<file path="src/rtl/ready_valid_join_buffered.sv">
// Joins two ready/valid branches into one stream. Each branch is decoupled by its own
// FIFO so the branches can skew by up to DEPTH beats; both heads pop together.

module rvjb_branch_fifo #(
   parameter int WIDTH = 1,
   parameter int DEPTH = 2,
   parameter int PTR_W = $clog2(DEPTH),
   parameter int CNT_W = PTR_W + 1
) (
   input  logic             clk,
   input  logic             rst,
   input  logic             i_push,
   input  logic [WIDTH-1:0] i_data,
   input  logic             i_pop,
   output logic [WIDTH-1:0] o_head,
   output logic [CNT_W-1:0] o_count
);

   logic [WIDTH-1:0] r_mem [DEPTH];
   logic [PTR_W-1:0] r_rd_ptr;
   logic [PTR_W-1:0] r_wr_ptr;
   logic [CNT_W-1:0] r_count;

   // DEPTH is a power of two, so the pointers wrap by plain overflow.
   always_ff @(posedge clk) begin
      if (rst) begin
         r_rd_ptr <= '0;
         r_wr_ptr <= '0;
         r_count  <= '0;
      end else begin
         if (i_push) r_wr_ptr <= r_wr_ptr + PTR_W'(1);
         if (i_pop)  r_rd_ptr <= r_rd_ptr + PTR_W'(1);
         case ({i_push, i_pop})
            2'b10:   r_count <= r_count + CNT_W'(1);
            2'b01:   r_count <= r_count - CNT_W'(1);
            default: r_count <= r_count;
         endcase
      end
   end

   // NOTE: storage has no reset; validity is tracked by r_count alone.
   always_ff @(posedge clk) begin
      if (i_push) r_mem[r_wr_ptr] <= i_data;
   end

   assign o_head  = r_mem[r_rd_ptr];
   assign o_count = r_count;

endmodule

module ready_valid_join_buffered #(
   parameter int A_WIDTH = 1,
   parameter int B_WIDTH = 1,
   parameter int DEPTH   = 2
) (
   input  logic                       clk,
   input  logic                       rst,
   input  logic                       s1_valid,
   input  logic [A_WIDTH-1:0]         s1_data,
   output logic                       s1_ready,
   input  logic                       s2_valid,
   input  logic [B_WIDTH-1:0]         s2_data,
   output logic                       s2_ready,
   output logic                       m_valid,
   output logic [A_WIDTH+B_WIDTH-1:0] m_data,
   input  logic                       m_ready
);

   localparam int PTR_W = $clog2(DEPTH);
   localparam int CNT_W = PTR_W + 1;
   localparam logic [CNT_W-1:0] FULL_CNT = CNT_W'(DEPTH);

   if (DEPTH < 2 || (DEPTH & (DEPTH - 1)) != 0) begin : g_bad_depth
      $error("DEPTH must be a power of two and at least 2");
   end

   logic [CNT_W-1:0]   w_count1;
   logic [CNT_W-1:0]   w_count2;
   logic [A_WIDTH-1:0] w_head1;
   logic [B_WIDTH-1:0] w_head2;
   logic               w_push1;
   logic               w_push2;
   logic               w_pop;

   // Ready comes from registered counts only, so a full FIFO stays closed in its pop cycle.
   assign s1_ready = (w_count1 != FULL_CNT) && !rst;
   assign s2_ready = (w_count2 != FULL_CNT) && !rst;
   assign w_push1  = s1_valid && s1_ready;
   assign w_push2  = s2_valid && s2_ready;

   assign m_valid  = (w_count1 != '0) && (w_count2 != '0);
   assign w_pop    = m_valid && m_ready && !rst;
   assign m_data   = {w_head2, w_head1};

   rvjb_branch_fifo #(
      .WIDTH (A_WIDTH),
      .DEPTH (DEPTH)
   ) u_fifo1 (
      .clk     (clk),
      .rst     (rst),
      .i_push  (w_push1),
      .i_data  (s1_data),
      .i_pop   (w_pop),
      .o_head  (w_head1),
      .o_count (w_count1)
   );

   rvjb_branch_fifo #(
      .WIDTH (B_WIDTH),
      .DEPTH (DEPTH)
   ) u_fifo2 (
      .clk     (clk),
      .rst     (rst),
      .i_push  (w_push2),
      .i_data  (s2_data),
      .i_pop   (w_pop),
      .o_head  (w_head2),
      .o_count (w_count2)
   );

endmodule
</file>
<file path="config.mk">
export PLATFORM = sky130hd
export DESIGN_NAME = ready_valid_join_buffered
export DESIGN_NICKNAME = d
export VERILOG_FILES = /design/src/rtl/ready_valid_join_buffered.sv
export SDC_FILE = /design/constraint.sdc
export NUM_CORES = 1
export LEC_CHECK = 0
export CAP_MARGIN = 20
export CORE_AREA = 2 2 39 41
export CTS_CLUSTER_DIAMETER = 120
export CTS_CLUSTER_SIZE = 12
export DETAILED_ROUTE_END_ITERATION = 8
export DIE_AREA = 0 0 41 43
export PLACE_DENSITY_LB_ADDON = 0.12
export SLEW_MARGIN = 25
export SYNTH_ARGS = -nofsm -noshare
export SYNTH_HDL_FRONTEND = slang
export SYNTH_SLANG_ARGS = --single-unit
</file>
<file path="constraint.sdc">
create_clock -name clk -period 4.7 [get_ports clk]
set_input_delay 0.94 -clock clk [delete_from_list [all_inputs] [get_ports clk]]
set_output_delay 0.94 -clock clk [all_outputs]
set_load 0.05 [all_outputs]
</file>
### Yosys cells after proc, flatten, opt, wreduce, memory -nomap -nowiden

Memory sizes are Yosys's and may differ from the RTL's. A register that Yosys moved wholly into a read port is not among the register bits.
Index checks and enable logic that the tools add are counted.

* $add $sub $neg: 8
* multipliers: 0
* div/mod/pow operators: 0
* $lt $le $gt $ge: 0
* equal/unequal tests: 6
* shift operators: 0
* mux-type cells: 10
* bitwise gates (word level): 0
* reductions and logical operators: 12

Operators by type and width (number)
* $mux 1: 8
* $pmux 2 s2: 2
* $reduce_bool 2->1: 4
* $logic_and 1x1->1: 7
* $add 1x1->1 const B: 4
* $add 2x1->2 const B: 2
* $eq 2x1->1 const B: 2
* $eq 2x2->1 const B: 2
* $ne 2x2->1 const B: 2
* $sub 2x1->2 const B: 2
* $logic_not 1->1: 1

* register bits: 8
* bits in latches: 0
* bits in writable memories: 4
* bits in read-only memories: 0
* output and inout port bits: 5
* logic and storage cells: 44
* memories: 2

Memory list
* u_fifo1.r_mem: words 2, bits a word 1, rd ports 1, clocked after memory_dff 1, write ports 1, line 19 `logic [WIDTH-1:0] r_mem [DEPTH];`
* u_fifo2.r_mem: words 2, bits a word 1, rd ports 1, clocked after memory_dff 1, write ports 1, line 19

### Logic depth before layout (Yosys ltp)

* depth in word-level cells: 6
* gate-level depth with buffers: 8

### By module

A second synthesis with hierarchy kept.

* cell total of the unflattened synthesis: 58
* area, all modules: 600.6 um^2

Modules (own cells, without submodules)
* rvjb_branch_fifo: times used 2, cells each 23, area each 264.0 um^2, seq. area each 160.2 um^2
* ready_valid_join_buffered: times used 1, cells each 12, area each 72.6 um^2, seq. area each 0.0 um^2

### Worst setup path after synthesis

OpenSTA, ideal clock, no wires.

* path kind: input -> register
* start: in rst
* end: reg u_fifo1.r_count[1] (netlist: u_fifo1.o_count[1])
* data arrival time: 2.733 ns
* data required time: 4.630 ns
* slack: 1.897 ns
* cell stages on the path: 6
* buffers on the path: 1
* cell sequence: buf_4 -> nor2_1 -> nand2_1 -> ha_1 -> or3_1 -> a21oi_1

* longest elaborated chain between the ends: 5
* elaborated cells on any way between the ends: 8
* those cells by class: 2 x eq/ne; 1 x mux; 5 x reduce/logical

RTL lines
* from (decl): line 57 `input logic rst,`
* $logic_not 1->1 *: line 86 `assign s1_ready = (w_count1 != FULL_CNT) && !rst;`
* $logic_and 1x1->1 *: line 86
* named net s1_ready: line 60 `output logic s1_ready,`
* $logic_and 1x1->1 *: line 88 `assign w_push1 = s1_valid && s1_ready;`
* $eq 2x1->1 or $eq 2x2->1 (tied branches): line 33 `case ({i_push, i_pop})`
* $pmux 2 s2 or $reduce_bool 2->1 (tied branches)
* to (signal assigned): line 34 `2'b10: r_count <= r_count + CNT_W'(1);`
* to (signal assigned): line 35 `2'b01: r_count <= r_count - CNT_W'(1);`
* to (signal assigned): line 36 `default: r_count <= r_count;`
* to (decl): line 22 `logic [CNT_W-1:0] r_count;`

The timed path passes the listed nets; every way through them passes the cells marked *.
A chain may end at the register's enable or synchronous reset.

### Worst setup path after layout

* start: in rst
* end: out s2_ready

* longest elaborated chain between the ends: 2

RTL lines
* $logic_not 1->1: line 87 `assign s2_ready = (w_count2 != FULL_CNT) && !rst;`
* $logic_and 1x1->1: line 87
* to (decl): line 63 `output logic s2_ready,`

Every way passes these cells.

==> flow_metrics.tcl <==
set metrics [dict create \
    status "complete, no violations" \
    worst_slew_pin_slew_ns 0.4893 \
    reg2regPathDepth 6 \
    swShare_pct 24.54 \
    layout-drive-gt1-share_pct 12.86 \
    pre_cts_slack_ns 1.183 \
    setup_slack_ns 1.186 \
    cts_sinks 14 \
    route.detailed.drc 0 \
    layout_common_cells "11 x clkdlybuf4s50_1, 10 x dfxtp_1" \
    drt-initial-drc-count 1 \
    cts_hold_buf 0 \
    hold_violations 0 \
    cts_tree "yes" \
    htreeDepth 1 \
    crit_slowest_cell "clkdlybuf4s50_1" \
    hpwl_um 676.4 \
    cp-start-kind "input port" \
    drv_cap 0 \
    diodes 0 \
    ys_ff_latch 14 \
    timing.final.crit_share_pct 74.76 \
    powerDensity_nw_per_um2 335.6 \
    timing.fmax_mhz 284.6 \
    hp-start "u_fifo2.r_rd_ptr" \
    hold_depth 1 \
    fillers 130 \
    final.setup.tns_ns 0 \
    rows 14 \
    firstDrtPassIters 2 \
    clk_latency_ns 0.27 \
    antenna_left 0 \
    io_buffers 11 \
    cts_buffer_depth 2 \
    hp-class "reg -> reg" \
    grt_max_degree 10 \
    nNetsFinal 80 \
    dieArea_sq_um 1763 \
    cts_setup_buffers 0 \
    cts_buffers 3 \
    place.gp.congestion 0.7206 \
    fp.dieH_um 43 \
    synth_cell_types 24 \
    rr_endpoint "u_fifo1.o_count[1]" \
    clockRootBuffer "clkbuf_4" \
    avgSynthCellArea_sq_um 10.92 \
    power.share.clock_pct 32.3 \
    whs_ns 0.4671 \
    syn-cell-area_sq_um 644.4 \
    internal_power_uw 196.8 \
    slew-limit-headroom_pct 67.28 \
    comb_power_share_pct 15.4 \
    skew_ns 0.001235 \
    crit_fanout 9 \
    synth_top_cell_area_share_pct 31.07 \
    cpMostUsedCell "clkdlybuf4s50_1" \
    final_core_utilization_pct 56.15 \
    dr_total_vias 437 \
    ff2ff_setup_slack_ns 2.92 \
    antenna_found_initial 0 \
    area_delta_synth_final_pct 20.58 \
    synth-seq-area-share_pct 49.71 \
    layout_commonest_cell "clkdlybuf4s50_1" \
    rsz0062_at_grt "no" \
    reg2reg_from "u_fifo1.o_count[0]" \
    grt_usage_pct 13.86 \
    grt_pass1_wl_um 1573 \
    fin_crit_ns 3.514 \
    arrival_ns 2.57 \
    synth_top_area_cell "dfxtp_1" \
    syn_nets 68 \
    slew_violations 0 \
    die_width_um 41 \
    path_class "in -> out" \
    pin_count 12 \
    path_cells "clkdlybuf4s50_1 -> nor2_1 -> clkdlybuf4s50_1" \
    crit_path_end_kind "output port" \
    finalSetupViolCount 0 \
    synthCells 59 \
    max_stage_delay_ns 0.83 \
    p_switching_uw 64.00 \
    grt_pass1_vias 418 \
    peakVddDrop_v 0.0001557 \
    yosysWarningCount 0 \
    ys_top_cells_by_area "dfxtp_1 31%, edfxtp_1 19%, mux2i_1 6.2%, ha_1 3.9%, buf_4 3.5%" \
    finalWirelength_um 884 \
    core_region_area_sq_um 1384 \
    required_ns 3.76 \
    p_leak_uw 0.0003090 \
    wl_per_cell_um 10.28 \
    grt_overflow_total 0 \
    via_per_inst 5.081 \
    seqPwrFrac_pct 52.3 \
    postCtsResizedCells 0 \
    start_util_pct 46.56 \
    cts.reportedPaths.clkPinSlew_ns 0.08 \
]
## metal layers
metal	up-vias	track usage, %	part of all wire [%]
met5	-	0	0
met4	0	10.00	0
met3	0	4.712	4.2
met2	6	19.38	48
met1	203	16.89	48
li1	228	-	-
## cell type report
cell class | count | area [sq um] | share of cell area, %
flip-flops and latches | 14 | 320.3 | 41.22
inverters | 3 | 11.26 | 1.449
multi-input cells | 38 | 279.0 | 35.91
repair buffers | 11 | 110.1 | 14.17
clock buffers | 4 | 36.28 | 4.670
well taps | 16 | 20.02 | 2.576
## per-stage QoR
stage / area (sq um) / power (uW) / instances
floorplan: 644.4 / 167.8 / 59
global placement: 740.7 / 179.1 / 82
detailed placement: 740.7 / 179.8 / 82
CTS: 777.0 / 265.5 / 86
global route: 777.0 / 275.4 / 86
finish: 777.0 / 260.8 / 86
## cell families (layout without fill, tap and decap cells)
family	after synthesis	after routing	synth area share (%)
buffers and inverters	7	18	6.990
adder cells (fa/ha/maj)	2	2	3.883
AND/OR/NAND/NOR	19	19	17.47
XOR/XNOR	4	4	5.438
AO/OA/AOI/OAI	7	7	6.796
flip-flops	14	14	49.71
multiplexers	6	6	9.709
## power by group through the flow
| stage | clock (uW) | sequential (uW) | combinational, uW |
|---|---|---|---|
| after floorplan | 0 | 138 | 29.8 |
| after global placement | 0 | 139 | 39.9 |
| after detailed placement | 0 | 139 | 40.5 |
| after CTS | 88.3 | 137 | 40.7 |
| after global routing | 93.4 | 138 | 44.2 |
| final | 84.2 | 136 | 40.2 |
## synthesized netlist by cell type
cell type	instances
nor2b_1	1
or3_1	2
o22a_1	1
mux2i_1	4
inv_1	3
buf_6	1
o21ai_0	2
xnor2_1	2
nor4_1	1
xor2_1	2
ha_1	2
a21oi_1	2
nor4_2	1
nand2b_1	2
and3_1	2
o211ai_1	2
mux2_2	2
buf_4	3
nand2_1	4
edfxtp_1	4
nor2_1	4
and2b_2	1
dfxtp_1	10
and3_4	1
## worst max-delay path: cells and delay by family
family	cells	cell delay [ns]
buf+inv	2	1.40
simple gates	1	0.23
## worst max path at each step
stage	start	endpoint	slack [ns]	cells after the start
after detailed placement	rst	s2_ready	1.18	3
final	rst	s2_ready	1.19	3
after CTS	rst	s2_ready	1.18	3
after global routing	rst	s2_ready	1.09	3
after global placement	rst	s1_ready	1.19	3
after floorplan	rst	u_fifo1.o_count[1]	1.90	6
Power figures use the tool's default switching activity.
==> RTL edit 1, RTL diff (config.mk and constraints unchanged) <==
`DEPTH` is set to 2 in 2 places; all go to 4.
--- a/src/rtl/ready_valid_join_buffered.sv
+++ b/src/rtl/ready_valid_join_buffered.sv
@@ -4,5 +4,5 @@
 module rvjb_branch_fifo #(
    parameter int WIDTH = 1,
-   parameter int DEPTH = 2,
+   parameter int DEPTH = 4,
    parameter int PTR_W = $clog2(DEPTH),
    parameter int CNT_W = PTR_W + 1
@@ -52,5 +52,5 @@
    parameter int A_WIDTH = 1,
    parameter int B_WIDTH = 1,
-   parameter int DEPTH   = 2
+   parameter int DEPTH   = 4
 ) (
    input  logic                       clk,
Behaviour: not the same (a bounded check fails within 4 cycles, from zero or initial values and one cycle with rst high).
==> RTL edit 1 against the unedited design <==
  * The run now fails in global placement without I/O (3_1_place_gp_skip_io)
  * Synthesized area up 100%
==> RTL edit 1: results (changes against the unedited design) <==
- Status: stopped before the end
- Exit stage: global placement without I/O (3_1_place_gp_skip_io)
- Error: [ERROR FLW-0024] Place density exceeds 1.0 (current PLACE_DENSITY_LB_ADDON =  0.12). Please check if the value of  PLACE_DENSITY_LB_ADDON is between 0 and 0.99.
- Number of flops mapped to enable cells by yosys: 8 (+4)
- Async SR Flop Fraction: 0 (unchanged)
- Distinct cells, synth: 24 (unchanged)
- Gate Count Post-Synth: 118 (+100%)
- Post-synth top cells: dfxtp_1 (18), inv_1 (13), nor2_1 (13), ha_1 (10), and2_1 (9)
- Yosys reg bits: 26 (+12)
- Synthesized Nets: 137 (+100%)
- Yosys Warn Count: 0 (unchanged)
- Largest cells by area after synthesis: dfxtp_1 (27%), edfxtp_1 (18%), ha_1 (9.5%)
- Top FF cell, synth: dfxtp_1
- Seq/Total Area, Yosys: 0.457 (-0.0399)
- Post-synthesis instance area: 1310 um^2 (+100%)
RTL edit 1: cell types whose count changed after synthesis, moves of 4 or more:
cell,unedited run,this run
nor2_1,4,13
dfxtp_1,10,18
ha_1,2,10
and2_1,0,9
inv_1,3,13
mux2_2,2,6
edfxtp_1,4,8
a21oi_1,2,6
RTL edit 1: cells by family after synthesis:
family,after synthesis,synth area share
AOI/OAI and AO/OA,10,0.0419
buffers and inverters,17,0.0657
adders and majority gates,12,0.126
DFF,26,0.457
and+or+nand+nor,39,0.182
xor gates and xnor gates,4,0.0267
muxes,10,0.101
==> RTL edit 2, RTL diff (config.mk and constraints unchanged) <==
Made on the original files. Make the reset (`rst`) asynchronous in one clocked block.
--- a/src/rtl/ready_valid_join_buffered.sv
+++ b/src/rtl/ready_valid_join_buffered.sv
@@ -23,5 +23,5 @@
 
    // DEPTH is a power of two, so the pointers wrap by plain overflow.
-   always_ff @(posedge clk) begin
+   always_ff @(posedge clk or posedge rst) begin
       if (rst) begin
          r_rd_ptr <= '0;
Function: differs if rst is asserted again (counterexample within 4 cycles, from zero or initial values and one cycle with rst high); with rst held inactive, the same outputs for 10 cycles.
==> RTL edit 2 against the unedited design <==
  * Utilization decreased by 5.8 points
  * Wire length down 5.4%
  * Final area is 10% lower
  * Synthesized area down 13%
  * Non-clock buffer count unchanged
  * Sequential cell count shrank 2
  * Critical endpoint unchanged
  * Worst setup slack lost 110 ps
Power is not compared: it rests on default switching activity, and its combinational part moved more than twofold at a synthesized area within 25%.
==> RTL edit 2: results (changes against the unedited design) <==
- Number of flops mapped to enable cells by yosys: 4 (unchanged)
- Final Net Count: 66 (-18%)
- Hold/Removal Path Class: register to register
- Worst r2r src: u_fifo2.o_count[0]$_DFFE_PP0P_
- Critical Path Start: rst
- Largest delay share family, worst path: buffers and inverters
- Routability cong.: 0.695 (-3.5%)
- Max VDD drop: 0.301 mV
- Largest cells by area after synthesis: dfrtp_1 (36%), edfxtp_1 (21%), xnor2_1 (13%)
- FILL cells: 133 (+2.3%)
- Worst r2r path cells: 5 (-1)
- Net Sw Frac: 0.400
- Async SR Flop Fraction: 0.667 (+0.667)
- Clock buffer depth: 2 (unchanged)
- Clock transition at path regs: around 70 ps
- CTS resizes: 0 (unchanged)
- Share of cells above drive strength 1: 0.107 (-0.0214)
- Routed WL per cell: 11.6 um (+13%)
- Clk_skew: 4.40 ps (+3.16 ps)
- First-pass GRT wire length: 1530 um (-2.7%)
- Worst r2r dst: u_fifo1.o_count[1]$_DFFE_PP0P_
- Clock root buffer master: clkbuf_4
- Vias: 336 (-23%)
- Yosys Warn Count: 0 (unchanged)
- Cts bufs inserted: 3 (unchanged)
- H-tree levels: 1 (unchanged)
- Aggregate global-route resource usage: 0.135 (-0.00400)
- Critical Path AT: 2680 ps (+110 ps)
- IO Port Bufs: 11 (unchanged)
- Post-synth top cells: dfrtp_1 (8), xnor2_1 (8), edfxtp_1 (4), nor2_1 (4)
- Setup crit end: s2_ready
- N_diodes: 0 (unchanged)
- Initial antenna violation count: 0 (unchanged)
- Status: completed
- Seq/Total Area, Yosys: 0.571 (+0.0743)
- Top FF cell, synth: dfrtp_1
- HPWL after DPL: 639 um (-5.5%)
- CP max FO: 13 (+4)
- R2r setup slk: 3080 ps (+160 ps)
- Startpoint types: input pin
- CP max stage delay: 800 ps (-30 ps)
- Largest net degree at the start of global routing: 14 (+4)
- Crit-path slowest cell: clkdlybuf4s50_1
- Synthesized Nets: 53 (-22%)
- Skew-Pair Late Insertion Delay: 270 ps (about the same)
- Leakage: roughly 0.29 nW
- Least-Margin Pin Slew: 495 ps (+6.18 ps)
- Distinct cells, synth: 14 (-42%)
- Postcts setup bufs: 0 (unchanged)
- Vias in the first global route: 366 (-12%)
- Iteration-0 DRC Markers: 2 (+1)
- First-pass DRT Iterations: 2 (unchanged)
RTL edit 2: changes by cell type after synthesis, sizes merged, moves of 4 or more:
cell,before,now
dfxtp,10,0
mux2i,4,0
nand2,4,0
dfrtp,0,8
xnor2,2,8
RTL edit 2: worst min path at each step:
stage / start / to / slack, ps / cells past startpoint
after global placement: u_fifo1.r_rd_ptr$_DFFE_PP0P_ / u_fifo1.r_rd_ptr$_DFFE_PP0P_ / 470 / 1
after floorplan: u_fifo1.r_rd_ptr$_DFFE_PP0P_ / u_fifo1.r_rd_ptr$_DFFE_PP0P_ / 450 / 1
after detailed placement: u_fifo1.r_rd_ptr$_DFFE_PP0P_ / u_fifo1.r_rd_ptr$_DFFE_PP0P_ / 470 / 1
final: u_fifo2.r_rd_ptr$_DFFE_PP0P_ / u_fifo2.r_rd_ptr$_DFFE_PP0P_ / 480 / 1
after CTS: u_fifo1.r_rd_ptr$_DFFE_PP0P_ / u_fifo1.r_rd_ptr$_DFFE_PP0P_ / 480 / 1
after global routing: u_fifo2.r_rd_ptr$_DFFE_PP0P_ / u_fifo2.r_rd_ptr$_DFFE_PP0P_ / 490 / 1
RTL edit 2: final cells by class:
class	count	area share
tap	16	0.0287
clock buffer	4	0.0377
timing repair buffer	11	0.158
sequential	12	0.460
multi-input combinational	26	0.300
inverter	3	0.0162
RTL edit 2: cells by family (layout without fill, tap and decap cells):
| kind of cell | after synthesis | count (layout) | synth area share |
|---|---|---|---|
| compound gates | 5 | 5 | 0.0714 |
| simple gates | 7 | 7 | 0.0603 |
| flops | 12 | 12 | 0.571 |
| mux | 2 | 2 | 0.0402 |
| xor+xnor | 10 | 10 | 0.156 |
| fa+ha+maj | 2 | 2 | 0.0446 |
| buf+inv | 6 | 18 | 0.0558 |
RTL edit 2: power by group through the flow:
stage	clock network, mW	registers [mW]	logic (mW)
finish	0.0644	0.187	0.221
global route	0.0728	0.192	0.240
CTS	0.0677	0.186	0.223
detailed placement	0	0.188	0.221
global placement	0	0.185	0.218
floorplan	0	0.180	0.181
RTL edit 2: metal layers:
layer  wire length [um]  global-route usage  up-vias
met2                403               0.184        9
met3                 38              0.0471        0
met4                  0              0.0800        0
met5                  0                   0        -
met1                394               0.177      155
li1                   -                   -      172
RTL edit 2: metrics by stage:
stage / hold slack, ps / utilization / area (um^2) / instances / power (mW)
finish: 481 / 0.504 / 697 / 72 / 0.472
global route: 495 / 0.504 / 697 / 72 / 0.504
CTS: 483 / 0.504 / 697 / 72 / 0.477
detailed placement: 474 / 0.485 / 671 / 68 / 0.410
global placement: 466 / 0.485 / 671 / 68 / 0.403
floorplan: 450 / - / 561 / 44 / 0.360
